<file path="config.mk">
export PLATFORM = sky130hd
export DESIGN_NAME = shift_pattern_detector
export DESIGN_NICKNAME = d
export VERILOG_FILES = /design/src/rtl/shift_pattern_detector.sv
export SDC_FILE = /design/constraint.sdc
export NUM_CORES = 1
export LEC_CHECK = 0
export BUFFER_PORTS_ARGS = -buffer_cell sky130_fd_sc_hd__buf_2
export CORE_MARGIN = 2
export CORE_UTILIZATION = 55
export DETAILED_ROUTE_END_ITERATION = 12
export HOLD_SLACK_MARGIN = 0.15
export MAX_ROUTING_LAYER = met4
export PLACE_DENSITY = 0.79
export RECOVER_POWER = 25
export SYNTH_ARGS = -nofsm -noshare
export SYNTH_HDL_FRONTEND = slang
export SYNTH_SLANG_ARGS = --single-unit
</file>
<file path="constraint.sdc">
create_clock -name clock_50_MHz -period 5.4 [get_ports clock_50_MHz]
set_input_delay 0.27 -clock clock_50_MHz [delete_from_list [all_inputs] [get_ports clock_50_MHz]]
set_output_delay 0.27 -clock clock_50_MHz [all_outputs]
set_load 0.1 [all_outputs]
</file>
<file path="src/rtl/shift_pattern_detector.sv">
// shift_pattern_detector: tick-gated shift register with a runtime-programmable
// serial pattern detector and saturating match counter.
module shift_pattern_detector #(
  parameter int WIDTH    = 10,
  parameter int DIV_LOG2 = 25,
  parameter int PAT_LEN  = 4,
  parameter int OVERLAP  = 1,
  parameter int CNT_W    = 8
) (
  input  logic               clock_50_MHz,
  input  logic               reset_n,
  input  logic               enable,
  input  logic               dir,
  input  logic               serial_in,
  input  logic               load,
  input  logic [WIDTH-1:0]   load_data,
  input  logic [PAT_LEN-1:0] pattern,
  input  logic               clear,
  output logic               tick,
  output logic [WIDTH-1:0]   data,
  output logic               serial_out,
  output logic               match_pulse,
  output logic               match_hold,
  output logic [CNT_W-1:0]   match_count
);
  localparam int DW = DIV_LOG2 > 0 ? DIV_LOG2 : 1;
  localparam int FW = $clog2(PAT_LEN + 1);
  localparam logic [FW:0] PL = (FW + 1)'(PAT_LEN);
  logic [DW-1:0]      r_div;
  logic               r_tick;
  logic [WIDTH-1:0]   r_data;
  logic [PAT_LEN-1:0] r_hist;
  logic [FW-1:0]      r_fill;
  logic               r_pulse;
  logic               r_hold;
  logic [CNT_W-1:0]   r_cnt;
  logic               w_shift;
  logic               w_hit;
  logic               w_full;
  logic [PAT_LEN-1:0] w_hist_n;
  logic [FW:0]        w_fill_inc;
  logic [FW-1:0]      w_fill_n;
  logic [WIDTH-1:0]   w_data_sh;
  assign tick        = r_tick;
  assign data        = r_data;
  assign match_pulse = r_pulse;
  assign match_hold  = r_hold;
  assign match_count = r_cnt;
  assign serial_out  = dir ? r_data[WIDTH-1] : r_data[0];
  assign w_shift     = r_tick & enable & ~load;
  assign w_hist_n    = PAT_LEN'({r_hist, serial_out});
  assign w_fill_inc  = {1'b0, r_fill} + 1'b1;
  assign w_full      = w_fill_inc >= PL;
  assign w_hit       = w_shift && w_full && (w_hist_n == pattern);
  assign w_fill_n    = (w_hit && OVERLAP == 0) ? '0 : w_full ? PL[FW-1:0] : w_fill_inc[FW-1:0];
  assign w_data_sh   = dir ? {r_data[WIDTH-2:0], serial_in} : {serial_in, r_data[WIDTH-1:1]};
  // Tick is registered from the all-ones counter state, so it lands in clock 2**DIV_LOG2.
  always_ff @(posedge clock_50_MHz or negedge reset_n)
    if (!reset_n) begin
      r_div  <= '0;
      r_tick <= 1'b0;
    end else begin
      r_div  <= r_div + 1'b1;
      r_tick <= (DIV_LOG2 == 0) || (&r_div);
    end
  always_ff @(posedge clock_50_MHz or negedge reset_n)
    if (!reset_n)
      r_data <= {1'b1, {(WIDTH-1){1'b0}}};
    else if (load)
      r_data <= load_data;
    else if (w_shift)
      r_data <= w_data_sh;
  always_ff @(posedge clock_50_MHz or negedge reset_n)
    if (!reset_n) begin
      r_hist  <= '0;
      r_fill  <= '0;
      r_pulse <= 1'b0;
      r_hold  <= 1'b0;
      r_cnt   <= '0;
    end else begin
      r_pulse <= w_hit;
      if (w_shift) begin
        r_hist <= w_hist_n;
        r_fill <= w_fill_n;
        r_hold <= w_hit;
      end
      // A clear coinciding with a hit leaves the count at one.
      r_cnt <= clear ? CNT_W'(w_hit) : (w_hit && r_cnt != '1) ? r_cnt + 1'b1 : r_cnt;
    end
endmodule
</file>
==> reports/qor.csv <==
metric,value,unit
grt_busiest_layer,met2,
grt_use_total,0.197,
grt_start_max_net_pins,53,
critPathLaunchType,primary input,
powerDensity,291,nW/um^2
worst_slack,2.51,ns
die_area,5010,um^2
max_freq,346,MHz
violations,"max-capacitance violations, max-slew violations",
synth-main-ff-cell,dfrtp_1,
final-hold-violation-count,0,
synth_top_area_share,0.520,
nFillCells,353,
rsz0062_at_grt,false,
met2_usage,0.313,
cts.clk_slew.worst_paths,0.09,ns
endpoint_kind,async pin,
cp.buffers_inverters,3,
combPwrFrac,0.166,
drt-initial-drc-count,159,
area_growth,15.5,%
overflow,0,
grt_use_met3,0.0399,
syn_area,2450,um^2
final_cell_mix,"51 x dfrtp_1, 42 x buf_2, 36 x nand2_1",
postCtsSetupBuffers,0,
async_flop_share,1.00,
antenna_cells,0,
antenna_found_initial,0,
grt_pass1_vias,1778,
status,finished with violations,
met1_usage,0.246,
hpwl,3.11,mm
ys_seq_elements,52,
setup-violations-final,0,
synthesis.nets,266,
tightest_slew,2.62,ns
yosysTopAreaCell,dfrtp_1,
coreArea,4320,um^2
clock-sinks,52,
ff2ff_setup_slack,3.17,ns
switching_power,0.000246,W
die_w,70.8,um
worstSetupPathType,primary input to async pin,
drt_wl_total,4.41,mm
avgSynthCellArea,10.1,um^2
period_needed,2.89,ns
switching_share,0.298,
start_util,0.567,
cts-root-buf,clkbuf_8,
grt_pass1_wl,7.66,mm
skew,0.00778,ns
port_buffers,42,
yosys_warnings,0,
vdd_drop_max,0.159,mV
drt-pass1-iter-count,4,
power,0.000823,W
synth-seq-area-share,0.531,
place_congestion,0.865,
vias_per_cell,5.46,
cts_buffers,5,
cts_tree,yes,
cts_max_level,2,
drc,0,
num-nets-final,311,
row_count,24,
clkPwrFrac,0.337,
required,5.27,ns
critPathArrivalTime,2.76,ns
dp_cells,331,
hold_class,primary input to flip-flop,
crit_slowest_cell,clkbuf_1,
layout.cells.non_filler,340,
postSynthCellCount,242,
power_frac_seq,0.497,
pin_count,43,
crit_fanout,52,
maxCapViolations,1,
insertion_delay,0.31,ns
finalMaxSlewViolations,53,
ys_types,37,
netlist_top_cells_area,"dfrtp_1 52%, xnor2_1 6.8%, nand2_1 5.5%, mux2i_1 4.5%, a21oi_1 3.7%",
vias,1855,
clockBufferDepth,2,
tns,0,ns
layout-drive-gt1-share,0.198,
path_cells,"dlygate4sd3_1, buf_2, clkbuf_1",
internal_power,0.000578,W
synth_edf_count,0,
critical_path.max_stage_delay,1.85,ns
fin_crit_sh,0.536,
ant_nets,0,
final_common_cell,dfrtp_1,
wire_per_inst,13.0,um
p_leak,1.36,nW
place_worst_setup_slack,3.11,ns
crit_family,buffers and inverters,
slew_headroom,-0.750,
die_h,70.8,um
## final timing paths
kind,to,cells after the start,start
setup / recovery,data[7]$_DFFE_PN0P_,3,reset_n
hold / removal,match_count[5]$_DFFE_PN0P_,2,clear
setup reg to reg,match_count[4]$_DFFE_PN0P_,6,r_fill[0]$_DFFE_PN0P_
hold reg to reg,r_div[0]$_DFF_PN0_,1,r_div[0]$_DFF_PN0_
max in group clock_50_MHz,match_count[4]$_DFFE_PN0P_,6,r_fill[0]$_DFFE_PN0P_
min in group asynchronous,match_count[2]$_DFFE_PN0P_,3,reset_n
## power by group through the flow
| stage | clock network [W] | logic, W | registers (W) |
|---|---|---|---|
| 2_1_floorplan | 0 | 0.0000374 | 0.000483 |
| 3_3_place_gp | 0 | 0.000137 | 0.000416 |
| 3_5_place_dp | 0 | 0.000138 | 0.000417 |
| 4_1_cts | 0.000283 | 0.000139 | 0.000409 |
| 5_1_grt | 0.000297 | 0.000146 | 0.000411 |
| 6_report | 0.000277 | 0.000137 | 0.000409 |
## worst register-to-register path, stage by stage (launching register included)
cell and delay, ns:
dfrtp_1 0.42, ha_1 0.23, and2_1 0.18, a211oi_2 0.24
nand3_2 0.32, or4_1 0.59, a21oi_1 0.18
## final cells by class
type,count,area [um^2],share of cell area
timing repair buffer,45,231,0.0817
inverter,7,26.3,0.00928
clock buffer,6,82.6,0.0292
tap,52,65.1,0.0230
sequential,52,1300,0.460
clock inverter,2,38.8,0.0137
multi-input combinational,176,1090,0.383
## per-layer routing
layer	vias up	wire, um
li1	928	-
met5	-	0
met4	0	87
met1	892	2010
met3	7	143
met2	28	2170
## cell usage after synthesis, drive strengths merged (3+ instances only)
cell    count
xnor2      19
xor2        8
or4         5
nand3      12
ha          3
a21oi      18
dfrtp      51
mux2i      11
o31ai       4
inv         6
and3        3
nand2      36
o21ai      12
nor2       17
nand4       7
nor3        4
clkbuf      6
## registers in the layout, indices dropped and copies added (netlist names)
register	cells
match_hold	1
r_hist	3
match_count	8
data	10
tick	1
match_pulse	1
r_div	25
r_fill	3
## stage by stage
step	hold slack [ns]	cell area, um^2	util
5_1_grt	0.209	2830	0.655
4_1_cts	0.196	2850	0.659
3_5_place_dp	0.419	2720	0.628
3_3_place_gp	0.413	2720	0.628
2_1_floorplan	-0.0256	2450	-
6_report	0.205	2830	0.655
## kinds of logic after synthesis
group                      synth area share
DFF                                   0.531
xor gates and xnor gates             0.0964
buffers and inverters                0.0214
adders and majority gates            0.0153
muxes                                0.0449
AOI/OAI and AO/OA                     0.105
and+or+nand+nor                       0.187
## what timing repair did
action	4_1_cts	5_1_grt
hold endpoints to repair	51	0
hold buffers	1	0
gates resized for setup	0	0
(Power assumes the default switching activity.)
